==> src/rtl/psub_seq.sv <==
// Sequential nibble-serial saturating subtractor: one 16-bit signed subtract or
// four independent 4-bit signed lanes, one nibble per cycle over four RUN cycles.

module psub_lane (
   input  logic       a_s,
   input  logic       b_s,
   input  logic [3:0] raw,
   output logic       ovf,
   output logic [3:0] sat
);
   assign ovf = (a_s != b_s) && (raw[3] != a_s);
   assign sat = ovf ? (a_s ? 4'h8 : 4'h7) : raw;
endmodule

module psub_seq (
   input  logic        clk,
   input  logic        rst,
   input  logic        start,
   input  logic [15:0] A,
   input  logic [15:0] B,
   input  logic        pad,
   output logic        busy,
   output logic        done,
   output logic [15:0] Diff,
   output logic        Ovfl,
   output logic        Zero,
   output logic        Neg
);
   localparam int NUM_LANES = 4;
   localparam int LANE_W    = 4;

   typedef enum logic [1:0] {IDLE, RUN, DONE} state_t;

   state_t      state;
   logic [1:0]  cnt;
   logic [15:0] a_r, b_r, acc;
   logic        pad_r, carry;

   logic        cin;
   logic [4:0]  nsum;
   logic [15:0] raw, word_res, res;
   logic        word_ovf, res_ovf;
   logic [NUM_LANES-1:0]             lane_ovf;
   logic [NUM_LANES-1:0][LANE_W-1:0] lane_sat;

   // Current nibble merged into the accumulator so the final nibble can be
   // saturated and registered on the same edge it is computed.
   always_comb begin
      cin  = (pad_r || cnt == 2'd0) ? 1'b1 : carry;
      nsum = {1'b0, a_r[{cnt, 2'b00} +: 4]} + {1'b0, ~b_r[{cnt, 2'b00} +: 4]} + {4'b0, cin};
      raw  = acc;
      raw[{cnt, 2'b00} +: 4] = nsum[3:0];
   end

   for (genvar g = 0; g < NUM_LANES; g++) begin : g_lane
      psub_lane u_lane (
         .a_s (a_r[LANE_W*g + LANE_W-1]),
         .b_s (b_r[LANE_W*g + LANE_W-1]),
         .raw (raw[LANE_W*g +: LANE_W]),
         .ovf (lane_ovf[g]),
         .sat (lane_sat[g])
      );
   end

   assign word_ovf = (a_r[15] != b_r[15]) && (raw[15] != a_r[15]);
   assign word_res = word_ovf ? (a_r[15] ? 16'h8000 : 16'h7FFF) : raw;
   assign res      = pad_r ? lane_sat : word_res;
   assign res_ovf  = pad_r ? |lane_ovf : word_ovf;

   always_ff @(posedge clk or posedge rst) begin
      if (rst) begin
         state <= IDLE;
         cnt   <= 2'd0;
         a_r   <= '0;
         b_r   <= '0;
         acc   <= '0;
         pad_r <= 1'b0;
         carry <= 1'b0;
         busy  <= 1'b0;
         done  <= 1'b0;
         Diff  <= '0;
         Ovfl  <= 1'b0;
         Zero  <= 1'b0;
         Neg   <= 1'b0;
      end else begin
         case (state)
            IDLE, DONE: begin
               done <= 1'b0;
               busy <= start;
               if (start) begin
                  a_r   <= A;
                  b_r   <= B;
                  pad_r <= pad;
                  cnt   <= 2'd0;
                  state <= RUN;
               end else begin
                  state <= IDLE;
               end
            end
            RUN: begin
               acc[{cnt, 2'b00} +: 4] <= nsum[3:0];
               carry <= nsum[4];
               cnt   <= cnt + 2'd1;
               if (cnt == 2'd3) begin
                  Diff  <= res;
                  Ovfl  <= res_ovf;
                  Zero  <= (res == 16'h0000);
                  Neg   <= res[15];
                  busy  <= 1'b0;
                  done  <= 1'b1;
                  state <= DONE;
               end
            end
            default: begin
               busy  <= 1'b0;
               done  <= 1'b0;
               state <= IDLE;
            end
         endcase
      end
   end
endmodule
==> config.mk <==
export PLATFORM = sky130hd
export DESIGN_NAME = psub_seq
export DESIGN_NICKNAME = d
export VERILOG_FILES = /design/src/rtl/psub_seq.sv
export SDC_FILE = /design/constraint.sdc
export NUM_CORES = 1
export LEC_CHECK = 0
export BUFFER_PORTS_ARGS = -buffer_cell sky130_fd_sc_hd__buf_2
export CAP_MARGIN = 10
export CORE_AREA = 2 2 107 83
export DETAILED_ROUTE_END_ITERATION = 7
export DIE_AREA = 0 0 109 85
export PLACE_DENSITY_LB_ADDON = 0.25
export SYNTH_ARGS = -nofsm -noshare
export SYNTH_HDL_FRONTEND = slang
export SYNTH_HIERARCHICAL = 1
export SYNTH_SLANG_ARGS = --single-unit
==> constraint.sdc <==
create_clock -name clk -period 4.1 [get_ports clk]
set_clock_uncertainty 0.05 [all_clocks]
set_input_delay 0.615 -clock clk [delete_from_list [all_inputs] [get_ports clk]]
set_output_delay 0.615 -clock clk [all_outputs]
set_load 0.01 [all_outputs]
==> flow_metrics.tcl, run 1 <==
set metrics [dict create \
    postCtsHoldBufs 0 \
    cts_tree "built" \
    fin_crit_ns 3.94 \
    coreArea_um2 8240 \
    arrival_ns 4.14 \
    critPathCaptureType "register" \
    clk_latency_ns 0.36 \
    synth_edf_count 0 \
    yosysTopAreaCell "dfrtp_1" \
    maxSlewHeadroom_pct 20.8 \
    wirelength_mm 11.0 \
    rr_endpoint "Zero" \
    place_hpwl_mm 7.95 \
    hp-class "primary input to register" \
    clkPwrFrac_pct 11.6 \
    path_cells "inv_2 -> ha_1 -> or3_1 -> fa_2 -> fa_2 -> xor2_1 -> nand2_1 -> o21ai_1 -> a21oi_1 -> nor2_1 -> nor4_2 -> nand2_1 -> nor4_2 -> buf_4 -> nand4_1 -> a21oi_2 -> a32o_1" \
    ys_seq_area_share_pct 43.6 \
    crit_path_max_fanout 5 \
    port_buffers 56 \
    cpLargestDelayFamily "simple AND/OR/NAND/NOR gates" \
    antenna_found_initial 0 \
    cts_sinks 73 \
    start_kind "register" \
    required_ns 4.31 \
    start_util_pct 50.8 \
    finalNonFillerCells 698 \
    dp_cells 676 \
    synth.area.top_cells "dfrtp_1 (44%), nand2_1 (14%), o21ai_0 (5.0%)" \
    p_sw_mw 2.35 \
    die_y_um 85 \
    grt_pass1_wl_mm 18.0 \
    synth_cell_types 47 \
    grt_pass1_vias 3622 \
    synth-async-reset-ratio_pct 100 \
    syn_avg_cell_area_um2 8.15 \
    grt_max_degree 43 \
    max_cap_violations 0 \
    ant_nets 0 \
    areaGrowthSynthToFinish_pct 19.5 \
    power_frac_comb_pct 62.8 \
    rows 29 \
    max_freq_ghz 0.254 \
    wl_per_cell_um 15.7 \
    critPathKind "register to register" \
    cp.buffers_inverters 2 \
    tightest_slew_ns 1.19 \
    num_vias 3900 \
    clockRootBuffer "clkbuf_8" \
    die_area_um2 9270 \
    finish.net_count 632 \
    hold_depth 3 \
    worst_slack_ns 0.163 \
    p_seq_share_pct 25.6 \
    viasPerCell 5.59 \
    fill_cells 723 \
    run_status "completed" \
    gp_congestion 0.943 \
    critPathMaxStageDelay_ns 0.46 \
    path_clk_slew_ns 0.08 \
    power.leakage_nw 2.44 \
    h-tree-depth 3 \
    syn_inst 514 \
    yosys-top-cells-count "nand2_1 (151), dfrtp_1 (73), nor2_1 (47)" \
    regToRegSetupSlack_ns 0.16 \
    fin_crit_sh_pct 96.0 \
    dr.pass1.iters 5 \
    cts_inserted_buffers 9 \
    pin_count 57 \
    grt_overflow 0 \
    hold_end "b_r[6]" \
    yosys_warnings 6 \
    p_sw_share_pct 47.9 \
    clk_path_buf_depth 2 \
    synth_top_area_share_pct 43.6 \
    setup_viol 0 \
    r2r-start "cnt[0]" \
    die_w_um 109 \
    internal_power_mw 2.56 \
    drt-initial-drc-count 287 \
    power.density_nw_per_um2 980 \
    diodes 0 \
    pre_cts_slack_ns -0.123 \
    crit_slowest_cell "xor2_1" \
    critPathLaunch "cnt[0]" \
    syn_nets 561 \
    yosysMostFrequentCell "nand2_1" \
    synthesis.area_um2 4190 \
    vdd_ir_drop_max_uv 592 \
    hold_viol_final 0 \
    finalMaxSlewViolations 0 \
    p_total_mw 4.91 \
    drive_above_1_share_pct 24.9 \
    ys_ff_latch 73 \
    grt_usage_pct 25.0 \
    drc_errors 0 \
    ys.flop_type "dfrtp_1" \
    worstHoldStart "B[6]" \
    worstRegToRegCells 17 \
]
layout make-up:
class	instances	area (um^2)	share of cell area [%]
clock buffer	10	128	2.55
multi-input combinational	386	2220	44.4
inverter	32	120	2.40
tap	108	135	2.70
clock inverter	6	67.6	1.35
timing repair buffer	83	503	10.0
sequential	73	1830	36.5
tightest hold or removal path, stage by stage:
cell	delay, ns
buf_2	0.07
nand2_1	0.04
nand2_1	0.04
sequential cells by signal, summed over array words and instances (netlist names):
| signal | flops |
|---|---|
| pad_r | 1 |
| b_r | 16 |
| cnt | 2 |
| Diff | 16 |
| carry | 1 |
| done | 1 |
| Zero | 1 |
| state | 1 |
| busy | 1 |
| acc | 16 |
| a_r | 16 |
| Ovfl | 1 |
metal layers:
layer,vias up,track usage [%],wire [um]
met1,1838,37.1,5130
met2,184,36.1,4780
met4,0,7.93,189
met3,21,6.07,881
li1,1857,-,-
met5,-,0,0
what timing repair did:
action                                  in CTS  in global routing
resized for setup                            3                 19
buffers inserted                             0                  5
pin swaps                                    0                  7
endpoints found under the setup margin       1                  1
cells by family after synthesis:
logic type      synth area share (%)
fa+ha+maj                       3.65
compound gates                  17.0
flops                           43.6
simple gates                    25.8
buf+inv                         5.38
mux                             4.30
xor+xnor                       0.209
how the worst max path moves through the flow:
| stage | to | slack (ns) | depth (start not counted) |
|---|---|---|---|
| finish | Zero | 0.16 | 17 |
| global placement | Zero | 0.02 | 16 |
| CTS | Zero | 0.004 | 19 |
| detailed placement | Zero | -0.12 | 16 |
| global route | Zero | -0.03 | 19 |
| floorplan | Zero | 0.005 | 20 |
power by group through the flow:
stage                     combinational, mW  clock (mW)  sequential, mW
after global placement                 2.69           0            1.25
after CTS                              2.77       0.577            1.25
after floorplan                        1.89           0            1.26
final                                  3.08       0.569            1.26
after global routing                   3.37       0.612            1.29
after detailed placement               2.73           0            1.26
through the flow:
step / hold slack (ns) / instance area [um^2] / utilization, % / TNS (ns)
CTS: 0.378 / 4860 / 59.0 / 0
global route: 0.389 / 5000 / 60.8 / -0.0341
floorplan: 0.388 / 4190 / - / 0
finish: 0.385 / 5000 / 60.8 / 0
global placement: 0.410 / 4660 / 56.6 / 0
detailed placement: 0.407 / 4660 / 56.6 / -0.123
cells in the final DEF (no fill, tap or decap), drive strengths merged:
cell      netlist  layout
o32ai           1       1
o21ai          46      46
nor3            3       3
nand2         152     152
a32o            1       1
clkbuf         17      10
o31ai           8       8
inv            32      33
nand4           2       2
clkinv          0       2
fa              2       2
or2             1       1
a21oi          37      37
and4bb          2       2
and4b           1       1
a22o            4       4
nor2           48      48
and3            1       1
mux4            8       8
and2b           7       7
nor2b          11      11
dfrtp          73      73
o211ai          1       1
o21a            2       2
nand2b         10      10
o22ai           6       6
a31o            1       1
or3             1       1
buf             6      83
ha              9       9
a2bb2oi         3       3
nor4bb          1       1
clkinvlp        0       2
nor4            4       4
bufinv          0       1
xor2            1       1
nand3           3       3
a21o            1       1
a22oi           6       6
a221oi          2       2
(Power assumes the default switching activity.)
==> run 2: changes to the inputs <==
--- a/config.mk
+++ b/config.mk
@@ -5,11 +5,11 @@
 export SDC_FILE = /design/constraint.sdc
 export NUM_CORES = 1
 export LEC_CHECK = 0
-export BUFFER_PORTS_ARGS = -buffer_cell sky130_fd_sc_hd__buf_2
 export CAP_MARGIN = 10
-export CORE_AREA = 2 2 107 83
+export CORE_AREA = 2 2 105 82
 export DETAILED_ROUTE_END_ITERATION = 7
-export DIE_AREA = 0 0 109 85
+export DIE_AREA = 0 0 107 84
+export DONT_BUFFER_PORTS = 1
 export PLACE_DENSITY_LB_ADDON = 0.25
 export SYNTH_ARGS = -nofsm -noshare
 export SYNTH_HDL_FRONTEND = slang
==> flow_metrics.tcl, run 2 (same netlist as run 1, synthesis figures left out) <==
set metrics [dict create \
    run_status "completed" \
    cts_inserted_buffers 9 \
    start_util_pct 51.8 \
    power.density_nw_per_um2 1040 \
    regToRegSetupSlack_ns 0.15 \
    max_cap_violations 0 \
    clockRootBuffer "clkbuf_8" \
    die_w_um 107 \
    final_cell_mix "nand2_1 (151), dfrtp_1 (71), nor2_1 (44)" \
    fin_crit_ns 3.95 \
    antenna_found_initial 0 \
    rows 29 \
    max_freq_ghz 0.253 \
    clk_latency_ns 0.35 \
    dpl-instance-area_um2 4410 \
    arrival_ns 4.14 \
    h-tree-depth 3 \
    diodes 0 \
    hold_viol_final 0 \
    grt_usage_pct 27.2 \
    crit_end "Zero" \
    crit_path_max_fanout 5 \
    viasPerCell 5.74 \
    areaGrowthSynthToFinish_pct 14.5 \
    grt_overflow 0 \
    wl_per_cell_um 17.6 \
    r2r-start "cnt[1]" \
    setup_tns_ns 0 \
    cts_tree "built" \
    place_hpwl_mm 8.34 \
    drc_errors 0 \
    path_clk_slew_ns 0.08 \
    cts_sinks 73 \
    critPathCaptureType "register" \
    setup_viol 0 \
    finish.net_count 577 \
    gp_congestion 0.958 \
    layout_commonest_cell "nand2_1" \
    fill_cells 727 \
    fin_crit_sh_pct 96.4 \
    coreArea_um2 8090 \
    wirelength_mm 11.3 \
    fin_util_pct 59.3 \
    drt-initial-drc-count 264 \
    pin_count 57 \
    die_y_um 84 \
    die_area_um2 8990 \
    dr.pass1.iters 5 \
    start_kind "register" \
    power.leakage_nw 2.24 \
    drive_above_1_share_pct 17.9 \
    rr_endpoint "Zero" \
    required_ns 4.29 \
    clk_path_buf_depth 2 \
    hp-class "primary input to asynchronous set/reset pin" \
    port_buffers 0 \
    grt_max_degree 51 \
    critPathKind "register to register" \
    tightest_slew_ns 0.706 \
    grt_pass1_vias 3604 \
    ant_nets 0 \
    worstRegToRegCells 17 \
    grt_pass1_wl_mm 18.8 \
    vdd_ir_drop_max_uv 450 \
    critPathLaunch "cnt[1]" \
    num_vias 3691 \
    design_area_um2 4800 \
    finalMaxSlewViolations 0 \
    maxSlewHeadroom_pct 53.0 \
    p_total_mw 4.99 \
]
-- run 2: cell count changes in the layout (fill, tap and decap cells not counted), sizes merged --
cell | previous run | this run
buf | 83 | 28
bufinv | 1 | 2
inv | 33 | 32
-- run 2: area by class of cell --
class / count / area, um^2 / share of cell area, %
clock inverter: 6 / 92.6 / 1.93
tap: 108 / 135 / 2.82
multi-input combinational: 386 / 2250 / 46.9
clock buffer: 10 / 128 / 2.66
timing repair buffer: 28 / 243 / 5.06
inverter: 32 / 120 / 2.50
sequential: 73 / 1830 / 38.1
-- run 2: power by group --
group | total (mW) | switching (mW) | internal [mW]
registers | 1.32 | 0.286 | 1.03
logic | 3.04 | 1.82 | 1.22
clock network | 0.634 | 0.289 | 0.345
-- run 2: what timing repair did --
action	4_1_cts	5_1_grt
hold buffers	0	0
resized for setup	3	23
buffers inserted	0	4
endpoints found under the setup margin	1	1
pin swaps	0	3
-- run 2: worst min path at each step --
stage	depth (start not counted)	slack, ns	startpoint	endpoint
finish	1	0.11	rst	acc[1]
global route	1	0.15	rst	acc[1]
detailed placement	2	0.41	carry	carry
floorplan	2	0.39	carry	carry
global placement	2	0.40	carry	carry
CTS	1	0.13	rst	acc[1]
-- run 2: metal layers --
metal	global-route usage, %	share of wire [%]	routed length, um
met1	39.0	46	5240
met4	7.67	2.0	231
met3	6.01	7.2	814
met2	41.5	44	5030
met5	0	0	0
-- run 2: stage by stage --
stage                     std cells  worst slack (ns)  hold slack (ns)
after detailed placement        622           -0.0333            0.405
after global routing            643           -0.0412            0.151
after global placement          622            0.0325            0.402
final                           643             0.148            0.108
after CTS                       638           0.00167            0.127
after floorplan                 514           0.00531            0.388
-- run 2: worst max-delay path, stage by stage (launching register included) --
cell,delay (ns)
dfrtp_2,0.43
inv_1,0.10
ha_1,0.20
or3_1,0.37
fa_2,0.38
fa_1,0.43
xor2_2,0.33
nand2_1,0.11
o21ai_1,0.26
a21oi_1,0.13
nor2_1,0.25
nor4_1,0.09
nand2_1,0.09
nor4_2,0.04
buf_4,0.15
nand4_1,0.10
a21oi_2,0.07
a32o_1,0.26
==> run 3: changes to the inputs <==
==> config.mk (replaced) <==
export PLATFORM = sky130hd
export DESIGN_NAME = psub_seq
export DESIGN_NICKNAME = d
export VERILOG_FILES = /design/src/rtl/psub_seq.sv
export SDC_FILE = /design/constraint.sdc
export NUM_CORES = 1
export LEC_CHECK = 0
export CAP_MARGIN = 20
export CORE_AREA = 2 2 100 78
export DETAILED_ROUTE_END_ITERATION = 7
export DIE_AREA = 0 0 102 80
export DONT_BUFFER_PORTS = 1
export PLACE_DENSITY_LB_ADDON = 0.25
export SYNTH_ARGS = -nofsm -noshare
export SYNTH_HDL_FRONTEND = slang
export SYNTH_SLANG_ARGS = --single-unit
==> flow_metrics.tcl, run 3 <==
set metrics [dict create \
    max_freq_ghz 0.265 \
    synth_top_area_share_pct 47.7 \
    p_sw_mw 1.86 \
    path_cells "inv_2 -> ha_1 -> or3_1 -> fa_1 -> fa_1 -> xor2_1 -> a22o_1 -> or3_1 -> o21ai_0 -> a31oi_1 -> o41ai_2" \
    yosys-top-cells-count "nand2_1 (138), dfrtp_1 (72), o21ai_0 (33)" \
    clk_latency_ns 0.37 \
    start_util_pct 52.8 \
    antenna_found_initial 0 \
    place_hpwl_mm 6.75 \
    p_total_mw 4.10 \
    max_cap_violations 0 \
    hp-class "primary input to asynchronous set/reset pin" \
    r2r-start "cnt[0]" \
    drive_above_1_share_pct 11.1 \
    crit_slowest_cell "dfrtp_1" \
    setup_tns_ns 0 \
    final_cell_mix "nand2_1 (138), dfrtp_1 (72), o21ai_0 (33)" \
    power.density_nw_per_um2 986 \
    die_area_um2 8160 \
    syn_avg_cell_area_um2 9.02 \
    drt-initial-drc-count 206 \
    setup_viol 0 \
    critPathCaptureType "register" \
    crit_path_max_fanout 12 \
    p_seq_share_pct 31.9 \
    hold_viol_final 0 \
    areaGrowthSynthToFinish_pct 10.1 \
    yosys_warnings 0 \
    synthesis.area_um2 3780 \
    fin_util_pct 58.1 \
    power_frac_comb_pct 49.6 \
    wl_per_cell_um 17.8 \
    fin_crit_ns 3.77 \
    internal_power_mw 2.24 \
    finish.net_count 465 \
    ys_ff_latch 72 \
    synth_edf_count 0 \
    synth_cell_types 49 \
    path_clk_slew_ns 0.08 \
    num_vias 3072 \
    vdd_ir_drop_max_uv 370 \
    run_status "completed" \
    postCtsHoldBufs 0 \
    yosysMostFrequentCell "nand2_1" \
    power.leakage_nw 1.94 \
    yosysTopAreaCell "dfrtp_1" \
    wirelength_mm 9.35 \
    post_cts_buffers 0 \
    syn_nets 466 \
    cts_sinks 72 \
    h-tree-depth 3 \
    ys_seq_area_share_pct 47.7 \
    grt_overflow 0 \
    rsz0062_at_grt "no" \
    synth-async-reset-ratio_pct 100 \
    maxSlewHeadroom_pct 37.5 \
    cts_resized 0 \
    layout_commonest_cell "nand2_1" \
    gp_congestion 0.904 \
    critPathMaxStageDelay_ns 0.58 \
    drc_errors 0 \
    regToRegSetupSlack_ns 0.33 \
    ant_nets 0 \
    critPathKind "register to register" \
    grt_pass1_wl_mm 15.8 \
    pin_count 57 \
    p_sw_share_pct 45.4 \
    grt_usage_pct 25.7 \
    die_y_um 80 \
    clk_path_buf_depth 2 \
    clockRootBuffer "clkbuf_8" \
    synth.area.top_cells "dfrtp_1 (48%), nand2_1 (14%), mux4_2 (4.8%)" \
    required_ns 4.32 \
    tightest_slew_ns 0.937 \
    grt_max_degree 41 \
    start_kind "register" \
    clkPwrFrac_pct 18.5 \
    worstRegToRegCells 11 \
    coreArea_um2 7160 \
    rows 27 \
    fin_crit_sh_pct 92.0 \
    viasPerCell 5.86 \
    arrival_ns 3.99 \
    port_buffers 0 \
    cts_tree "built" \
    die_w_um 102 \
    rr_endpoint "Zero" \
    ys.flop_type "dfrtp_1" \
    dr.pass1.iters 4 \
    diodes 0 \
    cts_inserted_buffers 9 \
    grt_pass1_vias 3029 \
    finalMaxSlewViolations 0 \
    syn_inst 419 \
]
## run 3: per-stage QoR
stage,area [um^2],setup WS [ns],std cells,hold slack (ns)
after detailed placement,3880,0.353,507,0.414
final,4160,0.326,524,0.179
after CTS,4150,0.355,523,0.213
after global routing,4160,0.108,524,0.246
after floorplan,3780,0.322,419,0.390
after global placement,3880,0.562,507,0.404
## run 3: worst max path at each step
stage / slack [ns] / depth (start not counted) / from / endpoint
3_3_place_gp: 0.56 / 11 / cnt[0] / Zero
3_5_place_dp: 0.35 / 11 / cnt[0] / Zero
6_report: 0.33 / 11 / cnt[0] / Zero
4_1_cts: 0.35 / 11 / cnt[0] / Zero
2_1_floorplan: 0.32 / 10 / cnt[0] / Zero
5_1_grt: 0.11 / 11 / cnt[0] / Zero
## run 3: per-layer routing
| layer | vias up | wire length, um | global-route usage (%) |
|---|---|---|---|
| li1 | 1435 | - | - |
| met4 | 0 | 246 | 10.3 |
| met5 | - | 0 | 0 |
| met1 | 1493 | 4290 | 36.1 |
| met2 | 120 | 4260 | 38.9 |
| met3 | 24 | 560 | 5.34 |
## run 3: logic make-up (layout without fill, tap and decap cells)
group,after synthesis,count (layout),share of synthesized area (%)
XOR/XNOR,1,1,0.232
flip-flops,72,72,47.7
multiplexers,8,8,4.77
adder cells (fa/ha/maj),13,13,4.57
AO/OA/AOI/OAI,98,98,16.8
AND/OR/NAND/NOR,190,190,22.1
buffers and inverters,37,41,3.91
## run 3: layout make-up
cell class,instances,area (um^2)
clock buffer,9,124
inverter,17,63.8
fill,663,3000
timing repair buffer,8,67.6
clock inverter,7,144
tap,101,126
sequential,72,1800
multi-input combinational,310,1830
## run 3: power by group through the flow
stage / sequential [mW] / combinational [mW] / clock [mW]
final: 1.31 / 2.04 / 0.757
after global routing: 1.35 / 2.27 / 0.788
after CTS: 1.31 / 2.00 / 0.761
after detailed placement: 1.32 / 1.98 / 0
after global placement: 1.31 / 1.92 / 0
after floorplan: 1.22 / 1.55 / 0
## run 3: worst max-delay path, delay by kind of cell, from the launching register on
kind / cells / cell delay (ns)
DFF: 1 / 0.58
and+or+nand+nor: 2 / 0.73
xor gates and xnor gates: 1 / 0.21
buffers and inverters: 1 / 0.12
adders and majority gates: 3 / 1.14
AOI/OAI and AO/OA: 4 / 0.83
